--- src/rtl/cache_ctrl_fsm.sv ---
// Direct-mapped, write-back, write-allocate cache controller.
// Drives external tag/data memories (combinational read) and a 128-bit block memory port.
module cache_ctrl_fsm #(
  parameter int ADDR_W = 32,
  parameter int TAG_W  = 19,
  parameter int IDX_W  = 9
) (
  input  logic              clk_i,
  input  logic              rst_ni,
  input  logic              cpu_valid_i,
  input  logic              cpu_rw_i,
  input  logic [ADDR_W-1:0] cpu_addr_i,
  input  logic [31:0]       cpu_data_i,
  output logic [31:0]       cpu_data_o,
  output logic              cpu_ready_o,
  output logic              mem_valid_o,
  output logic              mem_rw_o,
  output logic [ADDR_W-1:0] mem_addr_o,
  output logic [127:0]      mem_data_o,
  input  logic [127:0]      mem_data_i,
  input  logic              mem_ready_i,
  output logic [IDX_W-1:0]  tag_index_o,
  output logic              tag_we_o,
  output logic [TAG_W+1:0]  tag_write_o,
  input  logic [TAG_W+1:0]  tag_read_i,
  output logic [IDX_W-1:0]  data_index_o,
  output logic              data_we_o,
  output logic [127:0]      data_write_o,
  input  logic [127:0]      data_read_i,
  output logic [31:0]       hit_cnt_o,
  output logic [31:0]       miss_cnt_o
);

  typedef enum logic [1:0] {IDLE, COMPARE, WRITE_BACK, ALLOCATE} state_t;

  state_t            state_reg;
  logic [TAG_W-1:0]  req_tag_reg;
  logic [IDX_W-1:0]  req_idx_reg;
  logic [1:0]        req_word_reg;
  logic [31:0]       req_data_reg;
  logic              req_rw_reg;
  logic              refill_reg;

  logic              line_valid;
  logic              line_dirty;
  logic [TAG_W-1:0]  line_tag;
  logic              hit;
  logic [31:0]       read_word;
  logic [127:0]      merged_block;
  logic              unused_addr;

  assign unused_addr  = ^cpu_addr_i[1:0];

  assign tag_index_o  = req_idx_reg;
  assign data_index_o = req_idx_reg;

  assign line_valid = tag_read_i[TAG_W+1];
  assign line_dirty = tag_read_i[TAG_W];
  assign line_tag   = tag_read_i[TAG_W-1:0];
  assign hit        = line_valid && (line_tag == req_tag_reg);
  assign read_word  = data_read_i[{req_word_reg, 5'b00000} +: 32];

  // Write-hit block: the addressed word replaced by the CPU data, the rest kept
  for (genvar gi = 0; gi < 4; gi++) begin : g_merge
    assign merged_block[32*gi +: 32] = (req_word_reg == 2'(gi)) ? req_data_reg
                                                               : data_read_i[32*gi +: 32];
  end

  // Memory-array writes must land on the edge that ends the deciding cycle
  always_comb begin
    tag_we_o     = 1'b0;
    tag_write_o  = '0;
    data_we_o    = 1'b0;
    data_write_o = '0;
    case (state_reg)
      COMPARE: begin
        if (hit && req_rw_reg) begin
          data_we_o    = 1'b1;
          data_write_o = merged_block;
          tag_we_o     = 1'b1;
          tag_write_o  = {1'b1, 1'b1, req_tag_reg};
        end
      end
      ALLOCATE: begin
        if (mem_valid_o && mem_ready_i) begin
          data_we_o    = 1'b1;
          data_write_o = mem_data_i;
          tag_we_o     = 1'b1;
          tag_write_o  = {1'b1, 1'b0, req_tag_reg};
        end
      end
      default: ;
    endcase
  end

  always_ff @(posedge clk_i or negedge rst_ni) begin
    if (!rst_ni) begin
      state_reg    <= IDLE;
      req_tag_reg  <= '0;
      req_idx_reg  <= '0;
      req_word_reg <= '0;
      req_data_reg <= '0;
      req_rw_reg   <= 1'b0;
      refill_reg   <= 1'b0;
      cpu_ready_o  <= 1'b0;
      cpu_data_o   <= '0;
      mem_valid_o  <= 1'b0;
      mem_rw_o     <= 1'b0;
      mem_addr_o   <= '0;
      mem_data_o   <= '0;
      hit_cnt_o    <= '0;
      miss_cnt_o   <= '0;
    end else begin
      cpu_ready_o <= 1'b0;
      case (state_reg)
        IDLE: begin
          if (cpu_valid_i) begin
            req_tag_reg  <= cpu_addr_i[ADDR_W-1 -: TAG_W];
            req_idx_reg  <= cpu_addr_i[4 +: IDX_W];
            req_word_reg <= cpu_addr_i[3:2];
            req_data_reg <= cpu_data_i;
            req_rw_reg   <= cpu_rw_i;
            refill_reg   <= 1'b0;
            state_reg    <= COMPARE;
          end
        end
        COMPARE: begin
          if (hit) begin
            // The guaranteed hit after a refill is not a first-lookup hit
            if (!refill_reg) begin
              hit_cnt_o <= hit_cnt_o + 32'd1;
            end
            if (!req_rw_reg) begin
              cpu_data_o <= read_word;
            end
            cpu_ready_o <= 1'b1;
            state_reg   <= IDLE;
          end else begin
            miss_cnt_o  <= miss_cnt_o + 32'd1;
            mem_valid_o <= 1'b1;
            if (line_valid && line_dirty) begin
              mem_rw_o   <= 1'b1;
              mem_addr_o <= {line_tag, req_idx_reg, 4'b0000};
              mem_data_o <= data_read_i;
              state_reg  <= WRITE_BACK;
            end else begin
              mem_rw_o   <= 1'b0;
              mem_addr_o <= {req_tag_reg, req_idx_reg, 4'b0000};
              state_reg  <= ALLOCATE;
            end
          end
        end
        WRITE_BACK: begin
          // Chain straight into the fill request; the address/rw change marks the new transfer
          if (mem_ready_i) begin
            mem_rw_o   <= 1'b0;
            mem_addr_o <= {req_tag_reg, req_idx_reg, 4'b0000};
            state_reg  <= ALLOCATE;
          end
        end
        ALLOCATE: begin
          if (mem_ready_i) begin
            mem_valid_o <= 1'b0;
            refill_reg  <= 1'b1;
            state_reg   <= COMPARE;
          end
        end
        default: state_reg <= IDLE;
      endcase
    end
  end

endmodule

--- config.mk ---
export PLATFORM = sky130hd
export DESIGN_NAME = cache_ctrl_fsm
export DESIGN_NICKNAME = d
export VERILOG_FILES = /design/src/rtl/cache_ctrl_fsm.sv
export SDC_FILE = /design/constraint.sdc
export NUM_CORES = 1
export LEC_CHECK = 0
export CELL_PAD_IN_SITES_DETAIL_PLACEMENT = 0
export CELL_PAD_IN_SITES_GLOBAL_PLACEMENT = 1
export CORE_AREA = 8 8 299 301
export CTS_CLUSTER_SIZE = 30
export DETAILED_ROUTE_END_ITERATION = 7
export DIE_AREA = 0 0 307 309
export PLACE_DENSITY_LB_ADDON = 0.25
export SLEW_MARGIN = 0
export SYNTH_ARGS = -nofsm -noshare
export SYNTH_HDL_FRONTEND = slang
export SYNTH_SLANG_ARGS = --single-unit
--- constraint.sdc ---
create_clock -name clk_i -period 3.45 [get_ports clk_i]
set_clock_uncertainty 0.1 [all_clocks]
set_input_delay 0.8625 -clock clk_i [delete_from_list [all_inputs] [get_ports clk_i]]
set_output_delay 0.8625 -clock clk_i [all_outputs]
set_load 0.05 [all_outputs]
==> results.sh <==
export IMPL_rows=107
export IMPL_grt_start_max_net_pins=68
export IMPL_syn_area_per_cell_um2=11.6
export IMPL_synth_simple_area_share_pct=9.20
export IMPL_root_buffer="clkbuf_16"
export IMPL_synth_area_mm2=0.0166
export IMPL_fin_area_mm2=0.0314
export IMPL_cts_buffers=42
export IMPL_clock_path_buffers=3
export IMPL_pwr_density_cell_mw_per_mm2=834
export IMPL_cp_start_kind="primary input"
export IMPL_switching_share_pct=46.7
export IMPL_setup_tns_ns=-34.96
export IMPL_largest_reg_flops=128
export IMPL_synth_top_family_by_area="multiplexers"
export IMPL_h_tree_depth=2
export IMPL_ys_seq_area_share_pct=48.2
export IMPL_path_max_fanout=7
export IMPL_area_delta_synth_final_pct=88.7
export IMPL_worstSetupPathType="primary input to output pin"
export IMPL_cts_tree="yes"
export IMPL_cp_arrival_ns=2.82
export IMPL_cpMaxStageDelayCell="clkdlybuf4s15_1"
export IMPL_p_total_mw=26.2
export IMPL_status="finished, violations left"
export IMPL_rsz0062_at_grt="yes"
export IMPL_synth_mux_area_fraction_pct=29.1
export IMPL_synth_xor_area_share_pct=4.26
export IMPL_grt_total_usage_pct=18.4
export IMPL_final_nets=2710
export IMPL_max_cap_viol_count=0
export IMPL_hpwl_um=71200
export IMPL_reg2regPathDepth=13
export IMPL_final_common_cell="clkdlybuf4s50_1"
export IMPL_critPathMaxStageDelay_ns=0.24
export IMPL_wirelength_um=94500
export IMPL_pwr_share_seq_pct=24.5
export IMPL_gp_congestion=0.865
export IMPL_clock_sinks=321
export IMPL_path_buf_inv=6
export IMPL_top_register="mem_data_o"
export IMPL_nFillCells=8253
export IMPL_place_area_mm2=0.0287
export IMPL_timing_slew_headroom_pct=40.7
export IMPL_drive_above_1_share_pct=37.0
export IMPL_cp_depth=11
export IMPL_crit_family="buffers and inverters"
export IMPL_core_area_mm2=0.0846
export IMPL_vias_per_cell=4.34
export IMPL_yosys_warnings=0
export IMPL_min_period_ns=3.78
export IMPL_die_w_um=307
export IMPL_min_period_over_period_pct=109
export IMPL_multi_input_area_mm2=0.00903
export IMPL_grt_antenna_before_repair=8
export IMPL_ys_seq_elements=321
export IMPL_holdWs_ns=0.193
export IMPL_grt_ovfl_total=0
export IMPL_fin_util_pct=37.1
export IMPL_dieArea_mm2=0.0949
export IMPL_worstPathCellList="clkdlybuf4s15_1, xnor2_2, nand4_1, nor2_2, nand4_1, buf_6, clkbuf_16, clkbuf_16, o21ai_2, buf_4, buf_12"
export IMPL_endpoint_kind="output pin"
export IMPL_hold_path_class="primary input to asynchronous set/reset pin"
export IMPL_vias=15400
export IMPL_first_iter_violations=711
export IMPL_seq_area_mm2=0.00805
export IMPL_violations="setup timing"
export IMPL_drtPass1Iterations=5
export IMPL_insertion_delay_ns=0.56
export IMPL_leakagePower_nw=13.4
export IMPL_wl_per_cell_um=26.7
export IMPL_synth_adder_area_share_pct=0.451
export IMPL_initial_core_util_pct=19.7
export IMPL_tightestPinTransition_ns=0.890
export IMPL_synth_cells=1430
export IMPL_final_hold_violation_count=0
export IMPL_num_io_pins=774
export IMPL_fp_dieH_um=309
export IMPL_synth_compound_area_share_pct=4.94
export IMPL_first_global_vias=16800
export IMPL_p_int_mw=14.0
export IMPL_final_antenna_net_count=0
export IMPL_yosys_top_cells_area="dfrtp_1, mux2_2, mux2i_1"
export IMPL_io_buffers=767
export IMPL_clk_pin_slew_worst_paths_ns=0.06
export IMPL_fmaxAchievable_mhz=265
export IMPL_grt_first_pass_wirelength_um=127000
export IMPL_final_setup_worst_slack_ns=-0.328
export IMPL_required_ns=2.49
export IMPL_yosysTopAreaCell="dfrtp_1"
export IMPL_clock_power_share_pct=16.5
export IMPL_setup_viol_count_final=148
export IMPL_drcViolationCount=0
export IMPL_synthDistinctLibCells=42
export IMPL_synth_top_area_share_pct=48.2
export IMPL_combinationalPowerShare_pct=59.0
export IMPL_power_switching_mw=12.2
export IMPL_postCtsHoldBufs=0
export IMPL_vdd_drop_max_v=0.000562
export IMPL_finalMaxSlewViolations=0
export IMPL_most_common_layout_cells="clkdlybuf4s50_1, dfrtp_1, mux2_2, buf_12, nand2_1"
==> final cells by class <==
class / count / share of cell area [%]
Multi-Input combinational cell: 991 / 28.7
Inverter: 19 / 0.227
Sequential cell: 321 / 25.6
Clock buffer: 59 / 3.90
Clock inverter: 17 / 0.438
Antenna cell: 4 / 0.0319
Tap cell: 1144 / 4.56
Timing Repair Buffer: 983 / 36.5
==> cells in the mapped netlist <==
library cell / count
a211oi_1: 1
a21oi_1: 5
a21oi_2: 1
a31o_2: 1
a41oi_1: 1
and2_1: 22
and3_1: 11
and4_1: 1
buf_1: 13
buf_2: 9
buf_4: 20
buf_6: 13
clkbuf_1: 47
conb_1: 1
dfrtp_1: 321
ha_1: 6
inv_1: 19
mux2_1: 3
mux2_2: 231
mux2i_1: 148
mux4_2: 32
nand2_1: 176
nand2_4: 1
nand2b_1: 6
nand3_1: 23
nand4_1: 30
nand4_2: 1
nand4b_1: 2
nor2_1: 26
nor3_1: 15
nor3_2: 1
nor3b_4: 1
nor4_1: 7
nor4_2: 1
nor4b_1: 1
o21a_1: 1
o21ai_0: 148
o22ai_1: 1
o2bb2ai_1: 1
or4_1: 1
xnor2_1: 54
xor2_1: 27
==> worst paths after layout <==
check / slack [ns] / from / end
worst min-delay path: 0.19 / rst_ni / mem_addr_o[18]
max in group asynchronous: 2.23 / rst_ni / cpu_data_o[8]
worst max-delay path: -0.33 / tag_read_i[14] / data_write_o[45]
worst max register to register: 0.77 / req_tag_reg[13] / mem_data_o[108]
worst min register to register: 0.37 / hit_cnt_o[31] / hit_cnt_o[31]
min in group clk_i: 0.37 / hit_cnt_o[31] / hit_cnt_o[31]
==> power groups by stage <==
stage	logic [mW]	registers [mW]	clock network (mW)
final	15.5	6.41	4.32
after global routing	16.1	6.60	4.67
after CTS	15.5	6.40	4.52
after detailed placement	15.1	6.43	0
after global placement	15.1	6.37	0
after floorplan	4.98	9.68	0
==> metal layers <==
layer  up-vias  wire, um  global-route usage [%]
li1       6941         -                       -
met1      7749     35400                    20.4
met2       545     47700                    32.6
met3       129      7590                    6.41
met4         6      3790                    6.53
met5         -        33                       0
==> kinds of logic (layout without fill, tap and decap cells) <==
kind of cell	Yosys count	in the layout
muxes	414	414
adders and majority gates	6	6
xor gates and xnor gates	81	81
other	1	8
buffers and inverters	121	1078
and+or+nand+nor	326	326
DFF	321	321
AOI/OAI and AO/OA	160	160
==> repair_timing <==
action | in CTS | in global routing
resized for setup | 232 | 164
endpoints found under the setup margin | 151 | 151
setup buffers | 19 | 8
gates cloned | 6 | 15
pin swaps | 37 | 83
==> stage by stage <==
| stage | setup slack, ns | instances |
|---|---|---|
| floorplan | -0.523 | 1433 |
| global placement | -1.05 | 3448 |
| detailed placement | -1.07 | 3448 |
| CTS | -0.414 | 3541 |
| global route | -0.415 | 3536 |
| finish | -0.328 | 3538 |
No activity file was read; power rests on OpenSTA's default activity.
==> RTL edit 1 (same flow settings) <==
Encoding of `state_t`: now Gray code (2 bits for 4 states).
--- a/src/rtl/cache_ctrl_fsm.sv
+++ b/src/rtl/cache_ctrl_fsm.sv
@@ -33,3 +33,3 @@
 
-  typedef enum logic [1:0] {IDLE, COMPARE, WRITE_BACK, ALLOCATE} state_t;
+  typedef enum logic [1:0] {IDLE = 2'b00, COMPARE = 2'b01, WRITE_BACK = 2'b11, ALLOCATE = 2'b10} state_t;
 
Formal check against the unedited RTL: no difference found for any inputs over 4 cycles, from zero or initial values and one cycle with rst_ni low; so few cycles prove little.
==> RTL edit 1 against the original RTL <==
The run still ends with negative setup slack left. Routed wire length increased by 0.24%. Power increased by 3.5%. Combinational power increased by 3%. Global-route usage increased by 0.72 points. Clock power increased by 8.1%. Area after synthesis increased by 3.0%. Sequential cell count unchanged. Worst hold slack got worse by 0.037 ns. Design area increased by 3.3%. First-iteration DRC count increased by 1.7%. Cell count decreased by 1.1%. Die area unchanged. Worst setup slack got worse by 0.22 ns. Critical path type unchanged.
==> RTL edit 1: results (changes against the original RTL) <==
global_route:
  grt_pass1_vias: 17000  # +1.1%
  grt_start_max_net_pins: 59  # -13%
  grt_use_total_pct: 19.1  # +0.72 points
  grt_pass1_wl_mm: 133  # +4.1%
  antenna_found_initial: 10  # +2
logic_synthesis:
  netlist_instances: 1442  # +0.84%
  syn-cell-area_um2: 17200  # +3.0%
  ys_seq_area_share_pct: 46.8  # -1.4 points
placement:
  placedInstanceArea_um2: 29100  # +1.5%
  place_hpwl_mm: 72.4  # +1.7%
  pre_cts_ws_ns: -0.816  # +0.256 ns
  dp.cells: 3374  # -2.1%
sta:
  layout_setup_ws_ns: -0.552  # -0.224 ns
  slew_headroom_pct: 49.6  # +8.9 points
  worst_hold_slack_ns: 0.156  # -0.0370 ns
  setup_viol: 150  # +1.4%
routing:
  drt_wl_total_mm: 94.7  # +0.24%
  vias: 15400  # +0.43%
  drt_iter0_drc: 723  # +1.7%
power:
  vdd_ir_drop_max_mv: 0.472  # -16%
  sw_frac_of_total_pct: 46.7  # about the same
setup_path:
  rr_startpoint: "req_tag_reg[16]"
  ff2ff_path_depth: 18  # +5
  r2r_slack_ns: 0.18  # -0.59 ns
  crit_path_start: "tag_read_i[18]"
outcome:
  violations: "negative setup slack"
  outcome: "complete, but fails checks"
finish:
  fillers: 8177  # -0.92%
  final_layout_size_suffix_gt1_share_pct: 36.1  # -0.88 points
clock_tree:
  cts_setup_buffers: 39  # +20
  cts_buffers: 43  # +2.4%
[RTL edit 1: critical path: stages]
cell,delay [ns]
dlygate4sd2_1,0.26
xnor2_1,0.21
o221ai_2,0.14
and3b_2,0.29
nand4_4,0.11
or2_4,0.33
buf_12,0.18
buf_12,0.14
buf_16,0.16
o21ai_4,0.18
buf_12,0.15
[RTL edit 1: layout make-up]
| cell class | instances | area share, % |
|---|---|---|
| Timing Repair Buffer | 936 | 34.6 |
| Inverter | 13 | 0.150 |
| Sequential cell | 321 | 24.8 |
| Multi-Input combinational cell | 1004 | 31.5 |
| Tap cell | 1144 | 4.41 |
| Clock inverter | 16 | 0.570 |
| Antenna cell | 4 | 0.0308 |
| Clock buffer | 61 | 3.96 |
[RTL edit 1: kinds of logic after synthesis]
family                   share of synthesized area, %
buffers and inverters                            3.73
AO/OA/AOI/OAI                                    5.69
AND/OR/NAND/NOR                                  9.16
other                                          0.0219
multiplexers                                     30.3
flip-flops                                       46.8
adder cells (fa/ha/maj)                         0.438
XOR/XNOR                                         3.88
[RTL edit 1: metal layers]
| metal | track usage (%) | up-vias | part of all wire (%) |
|---|---|---|---|
| li1 | - | 6903 | - |
| met1 | 21.7 | 7901 | 39 |
| met2 | 35.5 | 528 | 52 |
| met3 | 5.63 | 94 | 7.1 |
| met4 | 3.69 | 10 | 1.8 |
| met5 | 0 | - | 0.063 |
[RTL edit 1: power groups by stage]
stage	sequential (µW)	clock (µW)	combinational, µW
6_report	6440	4670	16000
5_1_grt	6640	5000	16600
4_1_cts	6440	4830	16200
3_5_place_dp	6460	0	15600
3_3_place_gp	6420	0	15600
2_1_floorplan	9700	0	5610
==> RTL edit 2 (same settings) <==
Made on the original files. Make the reset (`rst_ni`) synchronous in one clocked block.
--- a/src/rtl/cache_ctrl_fsm.sv
+++ b/src/rtl/cache_ctrl_fsm.sv
@@ -95,3 +95,3 @@
 
-  always_ff @(posedge clk_i or negedge rst_ni) begin
+  always_ff @(posedge clk_i) begin
     if (!rst_ni) begin
Check against the original RTL: not settled (the Yosys comparison gave no result); the edit may change what the design does.
==> RTL edit 2 against the original RTL <==
Area after synthesis shrank 2.7%. Cell count increased by 14%. Design area is 1.0% lower. Count of clock-buffer cells in the layout rose by 4. Worst hold slack better by 0.17 ns. The run still ends with negative setup slack left. Non-clock buffer count decreased by 7. Routed wire length up 13%. Worst setup slack got worse by 0.065 ns. Sequential cell count did not move. First-iteration DRC count rose by 40%.
Power is not compared: it rests on default switching activity, and its combinational part moved more than twofold at a synthesized area within 25%.
==> RTL edit 2: results (changes against the original RTL) <==
setup_path:
  ff2ff_path_depth: 9  # -4
  r2r_slack_ns: 0.62  # -0.15 ns
  critPathArrivalTime_ns: 2.88  # +0.06 ns
  critPathSlowestCell: "nor4_4"
  timing.rr.end: "hit_cnt_o[15]"
  rr_startpoint: "req_tag_reg[5]"
  crit_path_max_fanout: 9  # +2
routing:
  drt_wl_total_mm: 106  # +13%
  wl_per_cell_um: 26.3  # -1.5%
  drt-met1-wl_mm: 42.5  # +20%
  wl_met3_mm: 9.36  # +23%
sta:
  worst_hold_slack_ns: 0.358  # +0.165 ns
  slew_headroom_pct: 47.2  # +6.5 points
  setup_viol: 151  # +2.0%
  layout_setup_ws_ns: -0.392  # -0.0647 ns
clock_tree:
  cts_resized: 260  # +12%
  cts_setup_buffers: 10  # -9
logic_synthesis:
  synth_cell_types: 51  # +21%
  netlist_instances: 2024  # +42%
  synth-async-reset-ratio_pct: 0  # -100 points
  synth.top_cells.by_count: "416 x nand2_1, 321 x dfxtp_1, 297 x o21ai_0"
  synth_largest_type_area_fraction_pct: 39.6  # -8.6 points
placement:
  dp.cells: 3946  # +14%
  pre_cts_ws_ns: -0.931  # +0.141 ns
  place_hpwl_mm: 82.5  # +16%
  gp_congestion: 0.901  # +4.2%
  placedInstanceArea_um2: 28200  # -1.5%
finish:
  buffer_area_share_pct: 37.0  # +0.55 points
  multi_input_area_um2: 10200  # +13%
  diodes: 6  # +2
  buffers: 976  # -0.71%
  seq-cell-share_pct: 20.7  # -4.9 points
  clock_area_share_pct: 4.36  # +0.024 points
  fin_nets: 3214  # +19%
  nClkBuffers: 63  # +6.8%
  non_clock_inverter_count: 22  # +3
  finish.utilization_pct: 36.8  # -0.38 points
  final_layout_size_suffix_gt1_share_pct: 23.0  # -14 points
global_route:
  grt_pass1_wl_mm: 146  # +15%
  antenna_found_initial: 16  # +8
  met3_usage_pct: 7.59  # +1.2 points
  grt_start_max_net_pins: 133  # +96%
  grt_use_total_pct: 20.9  # +2.5 points
outcome:
  outcome: "complete, but fails checks"
  violations: "negative setup slack"
worst_hold_path:
  hold_class: "flip-flop to flip-flop"
==> RTL edit 2: cell types whose count changed after synthesis, sizes merged, moves of 36 or more <==
cell | before | now
xnor2 | 54 | 18
mux2i | 148 | 184
clkbuf | 47 | 128
dfxtp | 0 | 321
o21ai | 148 | 297
mux2 | 234 | 0
nor2 | 26 | 78
nand3 | 23 | 161
nand2 | 177 | 416
a21oi | 6 | 113
dfrtp | 321 | 0
==> RTL edit 2: logic make-up after synthesis <==
group	count (synthesis)	synth area share (%)
simple gates	775	21.6
compound gates	464	15.3
flops	321	39.6
mux	216	15.8
buf+inv	207	5.40
xor+xnor	34	1.84
fa+ha+maj	6	0.463
other cells	1	0.0231
==> RTL edit 2: critical path, delay by kind of cell <==
family | cells | cell delay [ns]
buffers and inverters | 6 | 1.04
and+or+nand+nor | 3 | 0.60
xor gates and xnor gates | 1 | 0.19
AOI/OAI and AO/OA | 1 | 0.15
